==> config.mk <==
export PLATFORM = sky130hd
export DESIGN_NAME = dfe_tap_adapt_ctrl
export DESIGN_NICKNAME = d
export VERILOG_FILES = /design/src/rtl/dfe_tap_adapt_ctrl.sv
export SDC_FILE = /design/constraint.sdc
export NUM_CORES = 1
export LEC_CHECK = 0
export BUFFER_PORTS_ARGS = -buffer_cell sky130_fd_sc_hd__buf_2
export CORE_UTILIZATION = 60
export DETAILED_ROUTE_END_ITERATION = 8
export PLACE_DENSITY_LB_ADDON = 0.25
export SLEW_MARGIN = 0
export SYNTH_ARGS = -nofsm -noshare
export SYNTH_HDL_FRONTEND = slang
export SYNTH_SLANG_ARGS = --single-unit
export TNS_END_PERCENT = 10
==> constraint.sdc <==
create_clock -name clk -period 7.55 [get_ports clk]
set_clock_uncertainty 0.2 [all_clocks]
set_input_delay 1.51 -clock clk [delete_from_list [all_inputs] [get_ports clk]]
set_output_delay 1.51 -clock clk [all_outputs]
set_load 0.01 [all_outputs]
==> src/rtl/dfe_tap_adapt_ctrl.sv <==
// Sign-sign LMS adaptation controller for a two-tap DFE: correlates the error sign
// against the two previous decisions over fixed windows and steps the tap codes.
module dfe_tap_adapt_ctrl #(
    parameter int W          = 8,
    parameter int INIT0      = 0,
    parameter int INIT1      = 0,
    parameter int WMIN       = -128,
    parameter int WMAX       = 127,
    parameter int ACC_W      = 10,
    parameter int ACC_LEN    = 256,
    parameter int THR        = 16,
    parameter int STEP       = 1,
    parameter int SETTLE_CYC = 4,
    parameter int HOLD_WIN   = 4
) (
    input  logic                clk,
    input  logic                rstn,
    input  logic                en,
    input  logic                freeze,
    input  logic                data,
    input  logic                err,
    output logic signed [W-1:0] wtap0,
    output logic signed [W-1:0] wtap1,
    output logic                upd,
    output logic                converged,
    output logic                busy
);

    localparam int CNT_W = $clog2(ACC_LEN + SETTLE_CYC + 1);
    localparam int HW_W  = $clog2(HOLD_WIN + 1);

    localparam logic signed [W:0]       STEP_X = (W+1)'(STEP);
    localparam logic signed [W:0]       WMAX_X = (W+1)'(WMAX);
    localparam logic signed [W:0]       WMIN_X = (W+1)'(WMIN);
    localparam logic signed [ACC_W-1:0] THR_A  = ACC_W'(THR);
    localparam logic signed [ACC_W-1:0] NTHR_A = ACC_W'(-THR);
    localparam logic signed [ACC_W-1:0] ONE_A  = ACC_W'(1);
    localparam logic signed [ACC_W-1:0] MONE_A = ACC_W'(-1);
    localparam logic [CNT_W-1:0]        SETTLE_LAST = CNT_W'(SETTLE_CYC - 1);
    localparam logic [CNT_W-1:0]        ACC_LAST    = CNT_W'(ACC_LEN - 1);
    localparam logic [HW_W-1:0]         HW_MAX      = HW_W'(HOLD_WIN);
    localparam logic [HW_W-1:0]         HW_M1       = HW_W'(HOLD_WIN - 1);

    typedef enum logic [1:0] {IDLE, SETTLE, ACCUM, UPDATE} state_t;

    state_t                    state_q, state_d;
    logic [CNT_W-1:0]          cnt_q;
    logic [HW_W-1:0]           hold_q;
    logic signed [ACC_W-1:0]   acc0_q, acc1_q;
    logic                      d1_q, d2_q;
    logic                      p0, p1, last_settle, last_acc, changed;
    logic signed [W-1:0]       wn0, wn1;

    // Sum is formed one bit wider than the tap so the limit test cannot wrap.
    function automatic logic signed [W-1:0] adapt_tap(input logic signed [W-1:0] w,
                                                     input logic signed [ACC_W-1:0] acc);
        logic signed [W:0] s;
        s = {w[W-1], w};
        if (acc >= THR_A) begin
            s = s + STEP_X;
            if (s > WMAX_X) s = WMAX_X;
        end else if (acc <= NTHR_A) begin
            s = s - STEP_X;
            if (s < WMIN_X) s = WMIN_X;
        end
        return s[W-1:0];
    endfunction

    assign p0          = ~(err ^ d1_q);
    assign p1          = ~(err ^ d2_q);
    assign last_settle = (cnt_q == SETTLE_LAST);
    assign last_acc    = (cnt_q == ACC_LAST);
    assign wn0         = adapt_tap(wtap0, acc0_q);
    assign wn1         = adapt_tap(wtap1, acc1_q);
    assign changed     = (wn0 != wtap0) || (wn1 != wtap1);
    assign busy        = (state_q != IDLE);

    always_ff @(posedge clk or negedge rstn) begin
        if (!rstn) state_q <= IDLE;
        else       state_q <= state_d;
    end

    always_comb begin
        state_d = state_q;
        if (!en) begin
            state_d = IDLE;
        end else if (!freeze) begin
            case (state_q)
                IDLE:    state_d = SETTLE;
                SETTLE:  if (last_settle) state_d = ACCUM;
                ACCUM:   if (last_acc) state_d = UPDATE;
                UPDATE:  state_d = ACCUM;
                default: state_d = IDLE;
            endcase
        end
    end

    always_ff @(posedge clk or negedge rstn) begin
        if (!rstn) begin
            wtap0     <= W'(INIT0);
            wtap1     <= W'(INIT1);
            upd       <= 1'b0;
            converged <= 1'b0;
            cnt_q     <= '0;
            hold_q    <= '0;
            acc0_q    <= '0;
            acc1_q    <= '0;
            d1_q      <= 1'b0;
            d2_q      <= 1'b0;
        end else begin
            upd <= 1'b0;
            if (!en) begin
                cnt_q     <= '0;
                hold_q    <= '0;
                acc0_q    <= '0;
                acc1_q    <= '0;
                converged <= 1'b0;
            end else if (!freeze) begin
                d2_q <= d1_q;
                d1_q <= data;
                case (state_q)
                    IDLE: cnt_q <= '0;
                    SETTLE: begin
                        if (last_settle) begin
                            cnt_q  <= '0;
                            acc0_q <= '0;
                            acc1_q <= '0;
                        end else begin
                            cnt_q <= cnt_q + CNT_W'(1);
                        end
                    end
                    ACCUM: begin
                        acc0_q <= acc0_q + (p0 ? ONE_A : MONE_A);
                        acc1_q <= acc1_q + (p1 ? ONE_A : MONE_A);
                        cnt_q  <= last_acc ? '0 : cnt_q + CNT_W'(1);
                    end
                    UPDATE: begin
                        wtap0  <= wn0;
                        wtap1  <= wn1;
                        acc0_q <= '0;
                        acc1_q <= '0;
                        upd    <= changed;
                        if (changed) begin
                            hold_q    <= '0;
                            converged <= 1'b0;
                        end else begin
                            if (hold_q != HW_MAX) hold_q <= hold_q + HW_W'(1);
                            if (hold_q >= HW_M1) converged <= 1'b1;
                        end
                    end
                    default: cnt_q <= '0;
                endcase
            end
        end
    end

endmodule

## Word level (Yosys, flattened, before mapping)

Index checks and enable logic that the tools add are counted.

- Output and inout port bits: 19
- Flip-flop bits (word level): 54
- Word-level logic and storage cells: 97
- Input port bits: 6

- Multiplexer cells: 40
- Reductions and logical operators: 10
- Add/sub/neg operators: 8
- Bitwise operators: 3
- Equal/unequal tests: 16
- $lt $le $gt $ge: 9

Operators by type and width:

| kind | number |
|---|---|
| $mux W10 | 7 |
| $mux W8 | 8 |
| $pmux W10 S3 | 2 |
| $mux W9 | 4 |
| $pmux W9 S3 | 1 |
| $add A10 B10 Y10 | 2 |
| $ge A10 B6 Y1 const B | 2 |
| $le A10 B5 Y1 const B | 2 |
| $add A8 B2 Y9 const B | 2 |
| $gt A9 B8 Y1 const B | 2 |
| $lt A9 B8 Y1 const B | 2 |
| $sub A8 B2 Y9 const B | 2 |
| $ne A8 B8 Y1 | 2 |
| $mux W3 | 5 |
| $reduce_and A3 Y1 | 5 |
| $add A9 B1 Y9 const B | 1 |
| $eq A9 B2 Y1 const B | 1 |
| $eq A9 B8 Y1 const B | 1 |
| $ne A3 B3 Y1 const B | 3 |
| $mux W1 | 8 |
| $mux W2 | 4 |
| $ne A4 B1 Y1 const B | 2 |
| $pmux W2 S4 | 1 |
| $ne A3 B1 Y1 const B | 2 |
| 12 further kinds | 15 |

## Longest topological paths before layout

Gate-level depths: netlist (run 1).

- Word-level depth: 11
- Mapped depth: 13
- Gate-level depth less buffers: 12

## Worst setup path before layout (run 1)

Ideal clock, no wire load.

- Kind: input port to flip-flop
- From: input err
- To: register acc1_q[9]
- Setup time: 0.129 ns
- Stages: 11
- Data arrival time: 3.759 ns
- Path buffers: 0
- Setup slack: 3.462 ns
- Required time: 7.221 ns
- Path through: xor2_1 > ha_1 > a21o_1 > a21oi_1 > o21ai_0 > a21oi_1 > o21ai_0 > mux2i_1 > a21oi_1 > o21ai_0 > o21ai_0

- Cells in the longest elaborated chain, start to end: 6

Ends and longest elaborated chain:

| element | RTL line | source |
|---|---|---|
| start, declared | 21 | `input logic err,` |
| $xor A1 B1 Y1 | 70 | `assign p1 = ~(err ^ d2_q);` |
| $mux W10 | 134 | `acc1_q <= acc1_q + (p1 ? ONE_A : MONE_A);` |
| $add A10 B10 Y10 | 134 |  |
| $pmux W10 S3 | 121 | `case (state_q)` |
| $mux W10 | 118 | `end else if (!freeze) begin` |
| $mux W10 | 112 | `if (!en) begin` |
| end signal, assigned | 134 |  |
| end, declared | 49 | `logic signed [ACC_W-1:0] acc0_q, acc1_q;` |

Every way passes these cells. The select of a mux whose other input is x is not followed.
A chain may end at the register's enable or synchronous reset.

## Worst setup path after layout (run 1)

- From: input err
- To: register acc0_q[9]

- Cells in the longest elaborated chain, start to end: 6

Ends and longest elaborated chain:

| element | RTL line | source |
|---|---|---|
| $xor A1 B1 Y1 | 69 | `assign p0 = ~(err ^ d1_q);` |
| $mux W10 | 133 | `acc0_q <= acc0_q + (p0 ? ONE_A : MONE_A);` |
| $add A10 B10 Y10 | 133 |  |
| $pmux W10 S3 | 121 |  |
| $mux W10 | 118 |  |
| $mux W10 | 112 |  |
| end signal, assigned | 133 |  |
| end, declared | 49 |  |

Every way passes these cells. The select of a mux whose other input is x is not followed.

==> flow_summary_export.csv, run 1 <==
group,metric,value,unit
status,status,"finished clean",
yosys,synth_flop_cell,"dfrtp_1",
yosys,synthesis.area,4518,um2
place,hpwlAfterDp,7.562,mm
global_route,grt.busiest_layer,"met2",
yosys,synth.lib_cells_used.distinct,71,
clock_network,clkSinkCount,54,
finish,nets,611,
detailed_routing,antenna_violating_nets_post_route,0,
worst_setup_path,critical_path.reg2reg.startpoint,"wtap0[1]",
floorplanning,io_pins,25,
yosys,number_of_register_bits_inferred_by_synthesis,54,
place,postPlaceCellArea,4673,um2
yosys,synth.avg_cell_area,7.997,um2
global_route,number_of_global_route_vias_before_repair,3771,
yosys,syn_inst,565,
place,gp_congestion,0.9551,
global_route,antenna_violations_before_repair,0,
yosys,synth-edff-count,0,
timing,layout_worst_path_cycle_share,57.57,%
clock_network,clk_pin_slew_worst_paths,100,ps
worst_setup_path,critical_path.endpoint,"acc0_q[9]",
detailed_routing,drt-total-wl,10.56,mm
detailed_routing,drt_iter0_markers,271,
floorplanning,design.core.area,7253,um2
worst_setup_path,criticalPathCategory,"in2reg",
global_route,grt_use_met3,2.799,%
worst_setup_path,cp_max_fo,15,
place,placement.io_buffers,24,
clock_network,tritoncts.num_buffers,5,
clock_network,h_tree_depth,2,
worst_hold_path,beginning_of_the_worst_hold_path,"cnt_q[0]",
finish,area_delta_synth_final,5.428,%
worst_setup_path,cp_data_arrival_time,4340,ps
timing,final-hold-violation-count,0,
floorplanning,placementRows,31,
clock_network,cts_resized,0,
yosys,yosysWarningCount,0,
global_route,grt_first_pass_wirelength,17.09,mm
power_and_ir_drop,p_total,1.128,mW
global_route,grt_overflow,0,
detailed_routing,detail_route.vias_per_cell,6.307,
timing,hold_slack,326.1,ps
clock_network,cts_hold_buffers,0,
job,cap_viol_max_count,0,
timing,max_clock_freq,230.1,MHz
power_and_ir_drop,worst_ir_drop_vdd,112.9,uV
yosys,ys_top_cells_by_count,"71 x o21ai_0, 54 x dfrtp_1, 52 x nand2_1",
global_route,use_met1,37.06,%
timing,rsz0062_at_grt,"false",
yosys,ys_top_cells_by_area,"dfrtp_1 30%, ha_1 8.9%, o21ai_0 7.9%, a21oi_1 4.9%, nand2_1 4.3%",
floorplanning,start_util,62.29,%
floorplanning,die-height,88.78,um
timing,timing.slew.headroom,34.37,%
worst_setup_path,critPathMaxStageDelay,770,ps
global_route,gr-usage-met2,46.36,%
finish,num_antenna_cells,0,
clock_network,clk_root_buffer_cell,"clkbuf_8",
detailed_routing,drt_pass1_iterations,5,
detailed_routing,detailroute.via_count,4232,
timing,setup_viol,0,
detailed_routing,drc_viols,0,
floorplanning,floorplan.die_area,7881,um2
floorplanning,fp.dieW,88.78,um
worst_setup_path,reg2reg_depth,9,
power_and_ir_drop,power.density,236.7,nW/um2
worst_hold_path,holdCritPathClass,"reg2reg",
worst_setup_path,crit_path_top_delay_cell,"xor2_1",
yosys,yosysSeqAreaShare,29.91,%
finish,finish.utilization,65.67,%
finish,post_route_cells_drive_above_1_share,9.441,%
worst_setup_path,worstSetupEndpointType,"flop",
clock_network,clockBufferDepth,2,
timing,finalSetupTns,0,ps
timing,layout_min_cycle_time,4346,ps
worst_setup_path,timing.critical_path.mode_cell,"o21ai_0",
worst_setup_path,crit_start,"err",
clock_network,postCtsSetupRepairBufs,0,
timing,tightestPinTransition,981.1,ps
timing,slew_violations,0,
yosys,synth_top_cell_by_area,"dfrtp_1",
worst_setup_path,worst-r2r-setup-slack,3840,ps
worst_setup_path,r2r_path_end,"hold_q[1]",
detailed_routing,routed_wire_length_per_instance,15.73,um
power_and_ir_drop,cellLeakagePower,2.071,nW
worst_setup_path,crit_chain,"buf_2 > xor2_1 > ha_1 > a21o_1 > a21oi_1 > o21ai_0 > a21oi_1 > o21ai_0 > mux2i_1 > a21oi_1 > o21ai_0 > o21ai_0",
yosys,synth_top_area_share,29.91,%
worst_setup_path,crit_required,7540,ps
global_route,grt_util_all_layers,27.52,%
yosys,yosys.cell_count.top_type,"o21ai_0",
finish,final_cell_area,4763,um2
yosys,synthesis.nets,605,
global_route,pin_count_of_the_biggest_net_entering_global_routing,55,
clock_network,worst_skew_pair.late_latency,320,ps
clock_network,clock_tree_from_tritoncts,"yes",
worst_setup_path,critical_path.startpoint_type,"input pin",
yosys,async_flop_share,100.0,%
==> where the power goes <==
group          total (mW)  internal, mW  switching, mW
combinational       0.547         0.221          0.326
clock               0.169        0.0656          0.104
sequential          0.412         0.323         0.0884
total                1.13         0.610          0.518
==> critical path: cells and delay by family <==
family                     cells  cell delay (ps)
muxes                          1              280
xor gates and xnor gates       1              770
AOI/OAI and AO/OA              8             1300
adders and majority gates      1              380
buffers and inverters          1              110
==> metrics by stage <==
| step | worst slack [ps] | instances |
|---|---|---|
| 6_report | 3204 | 671 |
| 5_1_grt | 2902 | 671 |
| 4_1_cts | 3223 | 671 |
| 3_5_place_dp | 2903 | 663 |
| 3_3_place_gp | 3069 | 663 |
| 2_1_floorplan | 3462 | 565 |
==> per-layer routing <==
metal	up-vias	share of wire [%]	wire length, um
met5	-	0	0
met4	0	1.8	195
met3	20	5.0	529
met2	133	48	5095
met1	1987	45	4737
li1	2092	-	-
==> worst min-delay path by stage <==
stage,endpoint,slack [ps],cells after the start
after floorplan,cnt_q[1],270,2
after global placement,cnt_q[1],290,2
after detailed placement,cnt_q[1],310,2
after CTS,cnt_q[0],330,1
after global routing,cnt_q[0],370,1
final,cnt_q[0],330,1
==> sequential cells by signal, indices dropped and copies added, names as in the netlist <==
register	flops
hold_q	3
wtap0	8
d2_q	1
state_q	2
upd	1
cnt_q	9
converged	1
d1_q	1
wtap1	8
acc1_q	10
acc0_q	10
==> final cells by class <==
class,count,area [um2]
Inverter,29,108.9
Clock buffer,5,68.82
Fill cell,647,2490
Multi-Input combinational cell,454,2947
Tap cell,99,123.9
Clock inverter,3,21.27
Timing Repair Buffer,27,142.6
Sequential cell,54,1351
==> kinds of logic after synthesis <==
| logic type | Yosys count | synth area share [%] |
|---|---|---|
| compound gates | 196 | 28.03 |
| xor+xnor | 16 | 3.102 |
| fa+ha+maj | 34 | 9.748 |
| buf+inv | 57 | 4.874 |
| flops | 54 | 29.91 |
| mux | 8 | 1.883 |
| simple gates | 200 | 22.46 |
==> cells in the final DEF, fill, tap and decap left out, types with 6 or more instances in the layout <==
cell type / n
nor2b_1: 7
nor3_1: 19
a21oi_1: 44
xor2_1: 9
nand3_1: 16
o21ai_0: 71
inv_1: 29
nand2_1: 52
o31ai_1: 6
a31oi_1: 6
dfrtp_1: 54
nor2_1: 44
xnor2_1: 7
and3_1: 16
a21o_1: 9
nand2b_1: 9
ha_1: 32
buf_2: 24
nor4_1: 6
(Power assumes the default switching activity.)
==> run 2: changes to the inputs <==
--- a/config.mk
+++ b/config.mk
@@ -5,6 +5,7 @@
 export SDC_FILE = /design/constraint.sdc
 export NUM_CORES = 1
 export LEC_CHECK = 0
+export ABC_AREA = 1
 export BUFFER_PORTS_ARGS = -buffer_cell sky130_fd_sc_hd__buf_2
 export CORE_UTILIZATION = 60
 export DETAILED_ROUTE_END_ITERATION = 8
==> constraint.sdc (replaced) <==
create_clock -name clk -period 4.5 [get_ports clk]
set_clock_uncertainty 0.2 [all_clocks]
set_input_delay 0.9 -clock clk [delete_from_list [all_inputs] [get_ports clk]]
set_output_delay 0.9 -clock clk [all_outputs]
set_load 0.01 [all_outputs]
==> run 2 against run 1 <==
  * Synthesized cell count grew 10%
  * Worst hold slack lost 32 ps
  * Combinational power grew 46%
  * Largest power group unchanged
==> flow_summary_export.csv, run 2 <==
group,metric,value,unit
status,status,"finished clean",
worst_setup_path,critical_path.reg2reg.startpoint,"d1_q",
worst_setup_path,r2r_path_end,"acc0_q[8]",
clock_network,cts_resized,0,
yosys,synth.lib_cells_used.distinct,38,
floorplanning,placementRows,30,
yosys,yosysWarningCount,0,
finish,layout_commonest_cell,"nand2_1",
global_route,pin_count_of_the_biggest_net_entering_global_routing,30,
timing,final-hold-violation-count,0,
detailed_routing,drc_viols,0,
global_route,antenna_violations_before_repair,0,
floorplanning,floorplan.die_area,7546,um2
power_and_ir_drop,combPwrFrac,45.1,%
finish,nets,684,
place,gp_congestion,0.8900,
place,preCtsSetupSlack,799.1,ps
yosys,synth.avg_cell_area,6.937,um2
yosys,synth_flop_cell,"dfrtp_1",
floorplanning,die-height,86.87,um
timing,layout_setup_ws,1074,ps
yosys,synth_top_cell_by_area,"dfrtp_1",
worst_setup_path,reg2reg_depth,17,
floorplanning,start_util,62.91,%
detailed_routing,amount_of_wire_on_met2_after_detailed_routing,4.782,mm
job,cap_viol_max_count,0,
yosys,async_flop_share,100.0,%
detailed_routing,top_signal_layer_used,"met4",
yosys,synthesis.nets,663,
power_and_ir_drop,power_frac_seq,37.7,%
detailed_routing,routed_wire_length_per_instance,13.07,um
detailed_routing,drt_pass1_iterations,5,
detailed_routing,detail_route.vias_per_cell,5.522,
clock_network,tritoncts.num_buffers,5,
finish,num_antenna_cells,0,
global_route,grt_overflow,0,
global_route,number_of_global_route_vias_before_repair,3969,
finish,area_delta_synth_final,7.035,%
timing,setup_viol,0,
finish,largest_registers,"acc0_q x10, acc1_q x10, cnt_q x9",
yosys,yosys.cell_count.top_type,"nand2_1",
yosys,synth_top_area_share,31.27,%
power_and_ir_drop,switching_share,44.35,%
power_and_ir_drop,net-switching-power,0.7830,mW
clock_network,postCtsSetupRepairBufs,0,
power_and_ir_drop,power.density,381.6,nW/um2
detailed_routing,routed_length_on_met3,345,um
timing,max_clock_freq,291.9,MHz
power_and_ir_drop,cellLeakagePower,2.306,nW
timing,slew_violations,0,
worst_hold_path,count_of_cells_along_the_worst_hold_path,1,
floorplanning,fp.dieW,86.87,um
clock_network,clk_pin_slew_worst_paths,90,ps
detailed_routing,met1Wirelength,4.373,mm
yosys,synth-edff-count,0,
detailed_routing,drt_iter0_markers,221,
power_and_ir_drop,power.internal,0.9823,mW
worst_setup_path,worst-r2r-setup-slack,1350,ps
worst_hold_path,hold_endpoint,"acc1_q[0]",
clock_network,clockBufferDepth,2,
clock_network,clkSinkCount,54,
worst_setup_path,crit_required,4550,ps
timing,layout_worst_path_cycle_share,76.14,%
yosys,synthesis.area,4322,um2
power_and_ir_drop,p_clk_share,17.3,%
power_and_ir_drop,worst_ir_drop_vdd,137.5,uV
timing,finalSetupTns,0,ps
worst_setup_path,worstSetupEndpointType,"flop",
yosys,ys_top_cells_by_area,"dfrtp_1 31%, nand2_1 14%, ha_1 9.3%, inv_1 7.5%, o21ai_0 5.9%",
global_route,grt_util_all_layers,28.32,%
worst_hold_path,beginning_of_the_worst_hold_path,"acc1_q[0]",
detailed_routing,drt-total-wl,9.684,mm
worst_setup_path,critical_path.startpoint_type,"input pin",
floorplanning,design.core.area,6869,um2
finish,highest_count_cells_in_the_layout_ignoring_fill_and_taps,"158 x nand2_1, 86 x inv_1, 54 x dfrtp_1",
detailed_routing,detailroute.via_count,4092,
floorplanning,io_pins,25,
worst_hold_path,holdCritPathClass,"reg2reg",
place,placement.io_buffers,24,
timing,tightestPinTransition,679.6,ps
clock_network,worst_skew_pair.late_latency,310,ps
worst_setup_path,cp_max_fo,8,
place,hpwlAfterDp,7.240,mm
yosys,yosysSeqAreaShare,31.27,%
finish,post_route_cells_drive_above_1_share,11.01,%
timing,layout_min_cycle_time,3426,ps
detailed_routing,antenna_violating_nets_post_route,0,
yosys,number_of_register_bits_inferred_by_synthesis,54,
yosys,syn_inst,623,
clock_network,h_tree_depth,2,
clock_network,clock_tree_from_tritoncts,"yes",
timing,timing.slew.headroom,54.52,%
global_route,grt_first_pass_wirelength,17.13,mm
clock_network,clk_root_buffer_cell,"clkbuf_8",
clock_network,cts_hold_buffers,0,
timing,rsz0062_at_grt,"false",
worst_setup_path,cp_data_arrival_time,3470,ps
worst_setup_path,criticalPathCategory,"in2reg",
yosys,ys_top_cells_by_count,"158 x nand2_1, 86 x inv_1, 54 x dfrtp_1",
run 2: cell types whose count changed in the layout (fill, tap and decap cells not counted), sizes merged, moves of 9 or more:
| cell | previous run | this run |
|---|---|---|
| nand3 | 17 | 42 |
| nor2 | 44 | 54 |
| inv | 29 | 89 |
| nand2b | 9 | 0 |
| a21o | 9 | 0 |
| and3 | 16 | 0 |
| nand2 | 52 | 170 |
| o21ai | 74 | 55 |
run 2: per-stage QoR:
step	cells	hold slack, ps	power, mW	instance area [um2]	utilization, %
3_3_place_gp	733	277.6	1.431	4521	65.81
4_1_cts	741	302.4	1.770	4626	67.34
3_5_place_dp	733	288.8	1.462	4521	65.81
5_1_grt	741	330.9	1.929	4626	67.34
6_report	741	294.1	1.765	4626	67.34
2_1_floorplan	623	261.6	1.266	4322	-
run 2: critical path, stage by stage:
cell	delay, ps
buf_2	110
xnor2_1	340
inv_1	260
ha_1	390
inv_1	60
or2_2	280
nand2_1	60
nand2_1	60
nand2_1	60
nand2_1	60
nand2_1	60
a21oi_1	70
or2_2	290
nand2_1	60
a21oi_1	70
a21oi_1	130
o21ai_0	100
nand2_1	80
run 2: cell families (layout without fill, tap and decap cells):
kind of cell | count (synthesis) | in the layout | share of synthesized area (%)
DFF | 54 | 54 | 31.27
and+or+nand+nor | 295 | 295 | 30.23
AOI/OAI and AO/OA | 119 | 119 | 15.46
adders and majority gates | 34 | 34 | 10.19
buffers and inverters | 103 | 125 | 9.207
xor gates and xnor gates | 18 | 18 | 3.648
run 2: worst max-delay path by stage:
stage / start / endpoint / slack [ps] / cells past startpoint
after floorplan: err / acc0_q[8] / 1260 / 16
after global placement: err / acc0_q[8] / 990 / 18
after detailed placement: err / acc0_q[8] / 800 / 18
after CTS: err / acc0_q[8] / 1120 / 18
after global routing: err / acc1_q[9] / 920 / 15
final: err / acc0_q[8] / 1070 / 18
run 2: cell type report:
type	instances	area, um2
multi-input combinational	466	2572
timing repair buffer	26	135.1
tap	96	120.1
inverter	91	341.6
fill	606	2243
clock inverter	1	8.758
clock buffer	7	96.34
sequential	54	1351
run 2: metal layers:
metal | vias to the layer above | GRT usage [%]
met1 | 1899 | 35.27
met3 | 21 | 3.602
met2 | 100 | 50.32
met4 | 0 | 10.00
met5 | - | 0
li1 | 2072 | -
run 2: power groups by stage:
stage	sequential, mW	clock, mW	combinational, mW
floorplan	0.653	0	0.613
global placement	0.668	0	0.762
detailed placement	0.673	0	0.789
CTS	0.663	0.312	0.794
global route	0.677	0.332	0.920
finish	0.665	0.305	0.796
